==> src/rtl/pkt_field_extractor.sv <==
// Decodes a packet arriving as a valid/ready word stream, shadows its
// type-specific fields and commits them to myNodeInfo with a one-cycle en_MNI strobe.
module pkt_field_extractor #(
  parameter int WORD_WIDTH     = 16,
  parameter int DROP_CNT_WIDTH = 8
) (
  input  logic                      clk,
  input  logic                      nrst,
  input  logic                      in_valid,
  output logic                      in_ready,
  input  logic [WORD_WIDTH-1:0]     in_data,
  input  logic                      in_last,
  output logic                      en_MNI,
  output logic [2:0]                fPktType,
  output logic [WORD_WIDTH-1:0]     hops,
  output logic [WORD_WIDTH-1:0]     energy,
  output logic [WORD_WIDTH-1:0]     e_threshold,
  output logic [WORD_WIDTH-1:0]     destinationID,
  output logic [WORD_WIDTH-1:0]     timeslot,
  output logic [DROP_CNT_WIDTH-1:0] drop_cnt
);

  typedef enum logic [1:0] {IDLE, FIELDS, DISCARD, EMIT} state_e;

  localparam logic [2:0] T_HB   = 3'b000;
  localparam logic [2:0] T_CHE  = 3'b001;
  localparam logic [2:0] T_INV  = 3'b010;
  localparam logic [2:0] T_CHTS = 3'b100;
  localparam logic [2:0] T_DATA = 3'b101;

  state_e                  state_q, state_d;
  logic [2:0]              type_q, type_d;
  logic [1:0]              idx_q, idx_d;
  logic [WORD_WIDTH-1:0]   sh_hops_q, sh_hops_d;
  logic [WORD_WIDTH-1:0]   sh_energy_q, sh_energy_d;
  logic [WORD_WIDTH-1:0]   sh_eth_q, sh_eth_d;
  logic [WORD_WIDTH-1:0]   sh_dest_q, sh_dest_d;
  logic [WORD_WIDTH-1:0]   sh_ts_q, sh_ts_d;

  logic [2:0]              fpkt_type_q;
  logic [WORD_WIDTH-1:0]   hops_q, energy_q, eth_q, dest_q, ts_q;
  logic [DROP_CNT_WIDTH-1:0] drop_cnt_q;

  logic xfer;
  logic commit;
  logic drop_inc;

  function automatic logic type_known(input logic [2:0] t);
    return (t == T_HB) || (t == T_CHE) || (t == T_INV) || (t == T_CHTS) || (t == T_DATA);
  endfunction

  // Index of the final field word (header excluded) for each known type
  function automatic logic [1:0] last_idx(input logic [2:0] t);
    case (t)
      T_HB, T_CHTS: return 2'd2;
      T_DATA:       return 2'd1;
      default:      return 2'd0;
    endcase
  endfunction

  assign in_ready = (state_q != EMIT);
  assign en_MNI   = (state_q == EMIT);
  assign xfer     = in_valid && in_ready;

  always_comb begin
    state_d     = state_q;
    type_d      = type_q;
    idx_d       = idx_q;
    sh_hops_d   = sh_hops_q;
    sh_energy_d = sh_energy_q;
    sh_eth_d    = sh_eth_q;
    sh_dest_d   = sh_dest_q;
    sh_ts_d     = sh_ts_q;
    commit      = 1'b0;
    drop_inc    = 1'b0;

    case (state_q)
      IDLE: begin
        if (xfer) begin
          type_d = in_data[2:0];
          idx_d  = 2'd0;
          if (in_last) begin
            drop_inc = 1'b1;
          end else if (type_known(in_data[2:0])) begin
            state_d = FIELDS;
          end else begin
            state_d = DISCARD;
          end
        end
      end
      FIELDS: begin
        if (xfer) begin
          case (type_q)
            T_HB: begin
              case (idx_q)
                2'd0:    sh_hops_d   = in_data;
                2'd1:    sh_energy_d = in_data;
                default: sh_eth_d    = in_data;
              endcase
            end
            T_CHTS: begin
              case (idx_q)
                2'd0:    sh_dest_d = in_data;
                2'd1:    sh_hops_d = in_data;
                default: sh_ts_d   = in_data;
              endcase
            end
            T_DATA: begin
              if (idx_q == 2'd0) sh_dest_d = in_data;
              else               sh_hops_d = in_data;
            end
            default: sh_dest_d = in_data;
          endcase
          idx_d = idx_q + 2'd1;
          if (idx_q == last_idx(type_q)) begin
            if (in_last) begin
              state_d = EMIT;
              commit  = 1'b1;
            end else begin
              state_d = DISCARD;
            end
          end else if (in_last) begin
            drop_inc = 1'b1;
            state_d  = IDLE;
          end
        end
      end
      DISCARD: begin
        if (xfer && in_last) begin
          drop_inc = 1'b1;
          state_d  = IDLE;
        end
      end
      default: state_d = IDLE;
    endcase
  end

  always_ff @(posedge clk or negedge nrst) begin
    if (!nrst) begin
      state_q     <= IDLE;
      type_q      <= 3'b000;
      idx_q       <= 2'd0;
      sh_hops_q   <= '0;
      sh_energy_q <= '0;
      sh_eth_q    <= '0;
      sh_dest_q   <= '0;
      sh_ts_q     <= '0;
    end else begin
      state_q     <= state_d;
      type_q      <= type_d;
      idx_q       <= idx_d;
      sh_hops_q   <= sh_hops_d;
      sh_energy_q <= sh_energy_d;
      sh_eth_q    <= sh_eth_d;
      sh_dest_q   <= sh_dest_d;
      sh_ts_q     <= sh_ts_d;
    end
  end

  // Outputs load from the next-state shadows so the final word is visible during en_MNI
  always_ff @(posedge clk or negedge nrst) begin
    if (!nrst) begin
      fpkt_type_q <= 3'b111;
      hops_q      <= '0;
      energy_q    <= '0;
      eth_q       <= '0;
      dest_q      <= '0;
      ts_q        <= '0;
      drop_cnt_q  <= '0;
    end else begin
      if (commit) begin
        fpkt_type_q <= type_q;
        case (type_q)
          T_HB: begin
            hops_q   <= sh_hops_d;
            energy_q <= sh_energy_d;
            eth_q    <= sh_eth_d;
          end
          T_CHTS: begin
            dest_q <= sh_dest_d;
            hops_q <= sh_hops_d;
            ts_q   <= sh_ts_d;
          end
          T_DATA: begin
            dest_q <= sh_dest_d;
            hops_q <= sh_hops_d;
          end
          default: dest_q <= sh_dest_d;
        endcase
      end
      if (drop_inc && (drop_cnt_q != '1)) begin
        drop_cnt_q <= drop_cnt_q + 1'b1;
      end
    end
  end

  assign fPktType      = fpkt_type_q;
  assign hops          = hops_q;
  assign energy        = energy_q;
  assign e_threshold   = eth_q;
  assign destinationID = dest_q;
  assign timeslot      = ts_q;
  assign drop_cnt      = drop_cnt_q;

endmodule

==> config.mk <==
export PLATFORM = sky130hd
export DESIGN_NAME = pkt_field_extractor
export DESIGN_NICKNAME = d
export VERILOG_FILES = /design/src/rtl/pkt_field_extractor.sv
export SDC_FILE = /design/constraint.sdc
export NUM_CORES = 1
export LEC_CHECK = 0
export CORE_AREA = 2 2 147 178
export DETAILED_ROUTE_END_ITERATION = 6
export DIE_AREA = 0 0 149 180
export SYNTH_ARGS = -nofsm -noshare
export SYNTH_HDL_FRONTEND = slang
export SYNTH_SLANG_ARGS = --single-unit
==> constraint.sdc <==
create_clock -name clk -period 2.05 [get_ports clk]
set_input_delay 0.3075 -clock clk [delete_from_list [all_inputs] [get_ports clk]]
set_output_delay 0.3075 -clock clk [all_outputs]
set_load 0.005 [all_outputs]
==> metrics.txt <==
status=complete, no violations; clock slew at reported path FFs=0.07 ns; ANT nets after route=0; DR pass1 iterations=4; YS warnings=0; unrepaired setup endpoints after global routing=true; Total Die Area=26820 µm²; number of global-route vias before repair=4892; CTS Sinks=178; CTS tree=built; top cell type's share of synthesized area=59.20%; Syn Area/Cell=13.98 µm²; Initial Utilization=29.42%; Num CTS Buffers=17; vias per cell=4.598; top post-synthesis cells by count=dfrtp_1, mux2_2, nor2_1; worst endpoint required time=2.36 ns; hold slack=0.4313 ns; fin crit share=99.52%; Synth Flop Type=dfrtp_1; Setup-failing EPs final=0; maximum vdd drop=644.3 µV; antenna cells=0; cell mode on critical path=mux2_2; Fill cells=2441; Die Height=180 µm; antenna violations before repair=0; setup TNS=0 ns; CP endpoint kind=flip-flop; Die Width=149 µm; drt total wl=18200 µm; num rows=64; Synth area leader=dfrtp_1; CTS Root Cell=clkbuf_16; first-pass GRT wire length=28470 µm; Slew HR=60.41%; library cells used by synthesis=53; most common cell in the netlist=dfrtp_1; P per Cell Area=1197 nW/µm²; crit-path cells=or3_1 -> nor2_4 -> nand2_2 -> buf_4 -> mux2_2 -> mux2_2; sequential area share after synthesis=60.27%; DP HPWL=12690 µm; largest net degree at the start of global routing=59; Routed WL per cell=17.38 µm; CP Max Fanout=6; share of post-route cells with drive strength above 1=36.96%; vias=4814; Max Cap Viol=0; CP peak stage delay=0.48 ns; H-tree depth=4; All-Layer GR Usage=13.88%; post-synthesis cell count=529; GRT overflow=0; Hold Vio Cnt, Final=0; f_max=490.2 MHz; clock latency on the worst-skew pair=0.43 ns; Hold WC Path Type=primary input to asynchronous set/reset pin; Core ar.=25140 µm²; Syn-to-layout area delta=36.67%; IO Pins=113; pin slew with the least headroom to its limit=0.5938 ns; async set-or-reset flop fraction in the synthesized netlist=100.0%; Reg area=4459 µm²; skew final=0.006371 ns; Multi-input gate area=2839 µm²; fin crit period=2.040 ns; GPL Wtd Cong=0.7773; DRC viols=0; port bufs=112; Data arrival, critical path=2.35 ns; P_leak=0.004652 µW; max-slew violation count=0; number of synthesized register bits=178; initial DRC count=245; critical path's slowest cell=or3_1; Worst Path Class, Setup=flip-flop to flip-flop; Startpoint Class=flip-flop; Post-synth EDFFs=0; area of the mapped netlist=7397 µm²; # nets final=728; CTS Buffer Depth=2; syn_nets=552; top post-synthesis cells by area=dfrtp_1, mux2_2, mux2_4
## state kept, by name, summed over array words and instances, names as in the netlist
| register | cells |
|---|---|
| state_q | 2 |
| timeslot | 16 |
| hops | 16 |
| sh_ts_q | 16 |
| energy | 16 |
| type_q | 3 |
| drop_cnt | 8 |
| e_threshold | 16 |
| sh_dest_q | 16 |
| idx_q | 2 |
| sh_hops_q | 16 |
| sh_energy_q | 16 |
| fPktType | 3 |
| sh_eth_q | 16 |
| destinationID | 16 |
## where the power goes
group / switching [µW] / internal, µW / leakage (µW)
Sequential: 462 / 4470 / 0.00236
Combinational: 1760 / 2160 / 0.00202
Clock: 1390 / 1860 / 0.000271
## worst max-delay path, delay by kind of cell, from the launching register on
kind / cells / cell delay [ns]
buf+inv: 1 / 0.18
flops: 1 / 0.46
mux: 2 / 0.56
simple gates: 3 / 0.72
## per-layer routing
metal | track usage, % | wire length [µm] | vias to the layer above | share of wire [%]
li1 | - | - | 2247 | -
met1 | 18.49 | 8237 | 2439 | 45
met2 | 22.16 | 8695 | 111 | 48
met3 | 4.162 | 1079 | 17 | 5.9
met4 | 3.429 | 189 | 0 | 1.0
met5 | 0 | 0 | - | 0
## area by class of cell
class	instances	area share, %
Timing Repair Buffer	181	17.64
Tap cell	330	4.084
Inverter	8	0.2970
Clock inverter	11	1.275
Multi-Input combinational cell	319	28.08
Sequential cell	178	44.11
Clock buffer	20	4.517
## final timing paths
path | from | end | slack, ns | depth (start not counted)
setup / recovery | type_q[2] | energy[15] | 0.01 | 6
hold / removal | nrst | timeslot[0] | 0.43 | 2
setup reg to reg | type_q[2] | energy[15] | 0.01 | 6
hold reg to reg | sh_ts_q[14] | sh_ts_q[14] | 0.49 | 1
max in group asynchronous | nrst | fPktType[1] | 0.97 | 3
min in group clk | sh_ts_q[14] | sh_ts_q[14] | 0.49 | 1
## through the flow
step	power (µW)	instances	setup WS [ns]	util (%)	instance area [µm²]
finish	12100	1047	0.009927	40.21	10110
detailed placement	8792	1009	-0.2535	37.36	9393
global placement	8704	1009	-0.2174	37.36	9393
floorplan	7040	529	0.01750	-	7407
CTS	12090	1041	0.01406	39.74	9993
global route	12830	1047	-0.06640	40.21	10110
## kinds of logic (layout without fill, tap and decap cells)
group                    after synthesis  after routing  synth area share (%)
flip-flops                           178            178                 60.27
multiplexers                         146            146                 22.99
AND/OR/NAND/NOR                       89             89                 6.580
AO/OA/AOI/OAI                         74             74                 6.478
buffers and inverters                 32            220                 2.351
XOR/XNOR                               7              7                0.8288
adder cells (fa/ha/maj)                3              3                0.5075
## cell usage in the layout (no fill, tap or decap), drive strengths merged, types with 6 or more instances in the layout
cell type,n
dfrtp,175
mux2,140
clkdlybuf4s50,111
buf,69
nor2,36
a21oi,22
clkbuf,20
nand2,19
o21ai,16
inv,10
nand3,9
o21a,7
a22oi,7
nor3,7
mux2i,6
## timing repair
item	in CTS	in global routing
cloned	0	1
hold buffers	1	0
pin swaps	0	6
resized for setup	1	18
endpoints found under the setup margin	7	81
setup buffers	0	5
endpoints found under the hold margin	52	0
Power figures use the tool's default switching activity.
